$ cat config.mk
export PLATFORM = sky130hd
export DESIGN_NAME = stream_width_packer
export DESIGN_NICKNAME = d
export VERILOG_FILES = /design/src/rtl/stream_width_packer.sv
export SDC_FILE = /design/constraint.sdc
export NUM_CORES = 1
export LEC_CHECK = 0
export CAP_MARGIN = 25
export CORE_ASPECT_RATIO = 1.4
export CORE_MARGIN = 2
export CORE_UTILIZATION = 54
export CTS_CLUSTER_SIZE = 28
export DETAILED_ROUTE_END_ITERATION = 8
export PLACE_DENSITY = 0.77
export SLEW_MARGIN = 5
export SYNTH_ARGS = -nofsm -noshare
export SYNTH_HDL_FRONTEND = slang
export SYNTH_SLANG_ARGS = --single-unit
$ cat constraint.sdc
create_clock -name clk -period 3.35 [get_ports clk]
set_input_delay 0.8375 -clock clk [delete_from_list [all_inputs] [get_ports clk]]
set_output_delay 0.8375 -clock clk [all_outputs]
set_load 0.02 [all_outputs]
$ cat src/rtl/stream_width_packer.sv
// -----------------------------------------------------------------------------
// stream_width_packer
//
// Packs RATIO consecutive IN_W-bit beats from the byte-serial receive stream
// into one OUT_W = IN_W*RATIO bit pixel word. Both sides use valid/ready
// handshakes. Output words are counted per frame; the frame's final word is
// flagged with last_out, and frame_done pulses once after that word leaves.
//
// Parameters:
//   IN_W          input beat width in bits
//   RATIO         input beats per output word
//   MSB_FIRST     1: first beat in top IN_W bits; 0: first beat in bits [IN_W-1:0]
//   FRAME_PIXELS  output words per frame
//
// Ports:
//   clk         in   rising-edge clock
//   reset       in   asynchronous, active-high reset
//   data_in     in   input beat
//   valid_in    in   input beat valid
//   ready_in    out  block can accept a beat (combinational from ready_out)
//   flush       in   synchronous; discards a partially collected word
//   data_out    out  packed word
//   valid_out   out  data_out valid
//   ready_out   in   downstream accepts the word
//   last_out    out  data_out is the frame's final pixel (qualified by valid_out)
//   frame_done  out  one-cycle pulse after the final pixel's handshake
// -----------------------------------------------------------------------------
module stream_width_packer #(
    parameter int IN_W         = 8,
    parameter int RATIO        = 3,
    parameter int MSB_FIRST    = 1,
    parameter int FRAME_PIXELS = 4096,
    localparam int OUT_W       = IN_W * RATIO
) (
    input  logic             clk,
    input  logic             reset,
    input  logic [IN_W-1:0]  data_in,
    input  logic             valid_in,
    output logic             ready_in,
    input  logic             flush,
    output logic [OUT_W-1:0] data_out,
    output logic             valid_out,
    input  logic             ready_out,
    output logic             last_out,
    output logic             frame_done
);

    localparam int CNT_W = (RATIO > 1) ? $clog2(RATIO) : 1;
    localparam int PIX_W = (FRAME_PIXELS > 1) ? $clog2(FRAME_PIXELS) : 1;
    localparam logic [CNT_W-1:0] CNT_LAST = CNT_W'(RATIO - 1);
    localparam logic [PIX_W-1:0] PIX_LAST = PIX_W'(FRAME_PIXELS - 1);

    logic [CNT_W-1:0] cnt_q, cnt_d;
    logic [OUT_W-1:0] asm_q, asm_d;
    logic [OUT_W-1:0] data_q, data_d;
    logic             valid_q, valid_d;
    logic             last_q, last_d;
    logic             frame_done_q, frame_done_d;
    logic [PIX_W-1:0] pix_q, pix_d;           // handshake-side pixel index
    logic [PIX_W-1:0] load_idx_q, load_idx_d; // load-side pixel index

    logic [OUT_W-1:0] asm_ins;
    logic             in_fire;
    logic             out_fire;

    // Only the word-completing beat must wait for a stalled output register;
    // earlier beats go into the assembly register and never collide with it.
    assign ready_in = !reset && !(cnt_q == CNT_LAST && valid_q && !ready_out);
    assign in_fire  = valid_in && ready_in;
    assign out_fire = valid_q && ready_out;

    // Assembly contents with the current beat dropped into slot cnt_q.
    always_comb begin
        // NOTE: every signal assigned in always_comb gets a default first so no latch is inferred.
        asm_ins = asm_q;
        for (int k = 0; k < RATIO; k++) begin
            if (cnt_q == CNT_W'(k)) begin
                if (MSB_FIRST != 0) begin
                    asm_ins[OUT_W-1-k*IN_W -: IN_W] = data_in;
                end else begin
                    asm_ins[k*IN_W +: IN_W] = data_in;
                end
            end
        end
    end

    always_comb begin
        cnt_d        = cnt_q;
        asm_d        = asm_q;
        data_d       = data_q;
        valid_d      = valid_q;
        last_d       = last_q;
        pix_d        = pix_q;
        load_idx_d   = load_idx_q;
        // The word leaving now is pixel pix_q of the frame.
        frame_done_d = out_fire && (pix_q == PIX_LAST);

        if (out_fire) begin
            valid_d = 1'b0;
            pix_d   = (pix_q == PIX_LAST) ? '0 : pix_q + PIX_W'(1);
        end

        // Flush wins over a beat accepted on the same edge.
        if (flush) begin
            cnt_d = '0;
            asm_d = '0;
        end else if (in_fire) begin
            if (cnt_q == CNT_LAST) begin
                cnt_d      = '0;
                asm_d      = '0;
                data_d     = asm_ins;
                valid_d    = 1'b1;  // a same-edge load overrides the handshake clear
                last_d     = (load_idx_q == PIX_LAST);
                load_idx_d = (load_idx_q == PIX_LAST) ? '0 : load_idx_q + PIX_W'(1);
            end else begin
                cnt_d = cnt_q + CNT_W'(1);
                asm_d = asm_ins;
            end
        end
    end

    // NOTE: the data path is reset too, so data_out reads 0 during reset rather than stale data.
    always_ff @(posedge clk or posedge reset) begin
        if (reset) begin
            cnt_q        <= '0;
            asm_q        <= '0;
            data_q       <= '0;
            valid_q      <= 1'b0;
            last_q       <= 1'b0;
            frame_done_q <= 1'b0;
            pix_q        <= '0;
            load_idx_q   <= '0;
        end else begin
            // NOTE: non-blocking assignments so every flop samples pre-edge values.
            cnt_q        <= cnt_d;
            asm_q        <= asm_d;
            data_q       <= data_d;
            valid_q      <= valid_d;
            last_q       <= last_d;
            frame_done_q <= frame_done_d;
            pix_q        <= pix_d;
            load_idx_q   <= load_idx_d;
        end
    end

    assign data_out   = data_q;
    assign valid_out  = valid_q;
    assign last_out   = last_q;
    assign frame_done = frame_done_q;

endmodule

==> results.cfg <==
[status]
status = finished clean

[global_routing]
grt_max_degree = 43
grt_usage = 0.2334
overflow = 0
antenna_found_initial = 0
grt_pass1_vias = 2308
grt_pass1_wl_um = 10920

[job]
cap_violations = 0

[worst_setup_path]
r2r_cells = 5
critPathArrivalTime_ps = 2240
endpoint_kind = output port
cp_top_family = buffers and inverters
path_max_fanout = 5
cp_data_required_time_ps = 2510
path_common_cell = clkdlybuf4s50_1
worstPathCellList = clkdlybuf4s50_1 > nor2b_1 > a21oi_1 > clkdlybuf4s50_1
r2r_end = load_idx_q[10]
crit_slowest_cell = clkdlybuf4s50_1
path_class = input pin to output port
path_buf_inv = 2
reg2reg_slack_ps = 1370
slowest_delay_ps = 550
r2r_start = valid_out
worstSetupStartpointType = input pin

[timing]
relSlewSlack = 0.3403
finalSetupTns_ps = 0
slew_violations = 0
final_hold_viol_count = 0
rsz0062_at_grt = false
min_period_ps = 3073
tightest_slew_ps = 985.9
setup_violations = 0
maxClockFrequency_mhz = 325.4
min_period_over_period = 0.9175
skew_ps = 6.753

[placement]
dp.final_hpwl_um = 4243
placedInstanceArea_sq_um = 3531
io_buffers = 40
gp_congestion = 0.8115

[drt]
first_iter_violations = 152
wl_per_cell_um = 15.51
ant_nets = 0
num_vias = 2307
routed_wirelength_um = 6330
drc = 0
viasPerCell = 5.654
firstDrtPassIters = 6

[clock_tree]
clockRootBuffer = clkbuf_8
cts_tree = yes
clockBufferDepth = 2
cts.clk_slew.worst_paths_ps = 80
postCtsSetupBuffers = 0
cts_resized = 0
cts_made_buffers = 9
h-tree-depth = 3
holdBufCountCts = 0
cts_sinks = 69
clk_latency_ps = 340

[yosys]
yosys-top-cells-area = dfrtp_1, nand2_1, mux2i_1
synth_top_area_share = 0.5731
synth.largest_area_cell = dfrtp_1
synth_cell_type_count = 35
yosysWarnings = 0
synth_top_family_by_area = simple AND/OR/NAND/NOR gates
synth_nets = 301
syn_area_per_cell_sq_um = 10.53
synth-seq-cells = 69
synth-xor-area-share = 0.03779
syn-cell-area_sq_um = 3013
synth-simple-area-share = 0.1819
synthAdderAreaFrac = 0.008306
synth_cells = 286
yosysSeqAreaShare = 0.5731
synth_compound_area_frac = 0.1163
muxShareOfSynthArea = 0.05980

[finish]
drive_above_1_share = 0.08824
nNetsFinal = 350
n_fill_cell = 425
antennaDiodeCount = 0
multi_input_comb_area_sq_um = 1224
regArea_sq_um = 1727
post-route-util = 0.6965
design_area_sq_um = 3792
areaGrowthSynthToFinish_pct = 25.87

[min_path]
hold_path.startpoint = data_out[5]
min_to = data_out[5]
holdCritPathClass = register to register
whs_path_depth = 2

[pwr]
total_power_uw = 1965
irDropWorstVdd_mv = 0.3779
powerDensity_nw_per_um2 = 518.2
leakage_uw = 0.001755

[die]
fp.dieH_um = 92.38
start_util = 0.5533
top_level_ports = 41
fp.dieArea_sq_um = 6201
std_cell_rows = 32
die_x_um = 67.13
core_area_sq_um = 5445
-- tightest hold or removal path, cell delays in order, from the launching register on --
cell     delay (ps)
dfrtp_1         340
nand2_1          50
nand2_1          50
-- registers in the layout, summed over array words and instances (netlist names) --
name,count
data_out,24
asm_q,16
load_idx_q,12
pix_q,12
cnt_q,2
frame_done,1
last_out,1
valid_out,1
-- metrics by stage --
stage	std cells	worst slack, ps	hold WS, ps
global route	408	182.9	498.2
finish	408	276.5	476.1
global placement	392	281.9	459.0
floorplan	286	772.6	442.3
CTS	408	274.3	479.7
detailed placement	392	276.3	461.3
-- synth_stat cells --
cell / instances
clkbuf_1: 6
buf_6: 1
a2111oi_0: 1
nor3_1: 2
or3_1: 2
nor2_1: 10
o221ai_1: 1
nand2b_4: 1
o311ai_1: 1
nand2_1: 60
nor3b_1: 1
o31ai_1: 1
ha_1: 2
a21bo_2: 1
nor2b_1: 3
inv_1: 4
nand4_1: 9
or4_1: 2
or2_2: 1
buf_2: 4
mux2i_1: 18
nand3b_1: 1
and2_1: 2
nor4_1: 4
and4_1: 3
dfrtp_1: 69
and3_1: 1
o22ai_1: 1
nand3_1: 11
a22o_1: 16
o21ai_0: 24
xor2_1: 7
a21oi_1: 8
nand2b_1: 2
xnor2_1: 6
-- layout make-up --
cell class | instances | area share
sequential | 69 | 0.4553
clock inverter | 7 | 0.03629
tap | 68 | 0.02243
clock buffer | 9 | 0.03266
timing repair buffer | 49 | 0.1267
inverter | 4 | 0.003959
multi-input combinational | 202 | 0.3227
-- how the worst max path moves through the flow --
stage	start	end	slack (ps)	cells past startpoint
6_report	ready_out	ready_in	280	4
3_3_place_gp	ready_out	ready_in	280	4
3_5_place_dp	ready_out	ready_in	280	4
2_1_floorplan	reset	asm_q[10]	770	1
5_1_grt	ready_out	ready_in	180	4
4_1_cts	ready_out	ready_in	270	4
-- power breakdown --
part           total, uW  switching [uW]  internal [uW]
Clock                877             310            567
Combinational        192             103           88.4
Sequential           897            28.2            869
Total               1970             441           1520
-- routing by layer --
| metal | share of wire | wire, um | track usage |
|---|---|---|---|
| met1 | 0.43 | 2698 | 0.2964 |
| met2 | 0.51 | 3254 | 0.3837 |
| met3 | 0.044 | 277 | 0.04982 |
| met4 | 0.016 | 99 | 0.09184 |
| met5 | 0 | 0 | 0 |
-- kinds of logic (layout without fill, tap and decap cells) --
family,after synthesis,in the layout
buf+inv,15,69
mux,18,18
flops,69,69
fa+ha+maj,2,2
simple gates,115,115
compound gates,54,54
xor+xnor,13,13
-- cells in the final DEF, fill, tap and decap left out, drive strengths merged, types with 3 or more instances in the layout --
cell	n
nor4	4
inv	4
clkbuf	9
o21ai	24
clkdlybuf4s50	40
dfrtp	69
xor2	7
nor2	10
nor2b	3
xnor2	6
and4	3
a21oi	8
mux2i	18
a22o	16
nand2	60
buf	9
nand2b	3
bufinv	4
nand3	11
nand4	9
No activity file was read; power rests on OpenSTA's default activity.
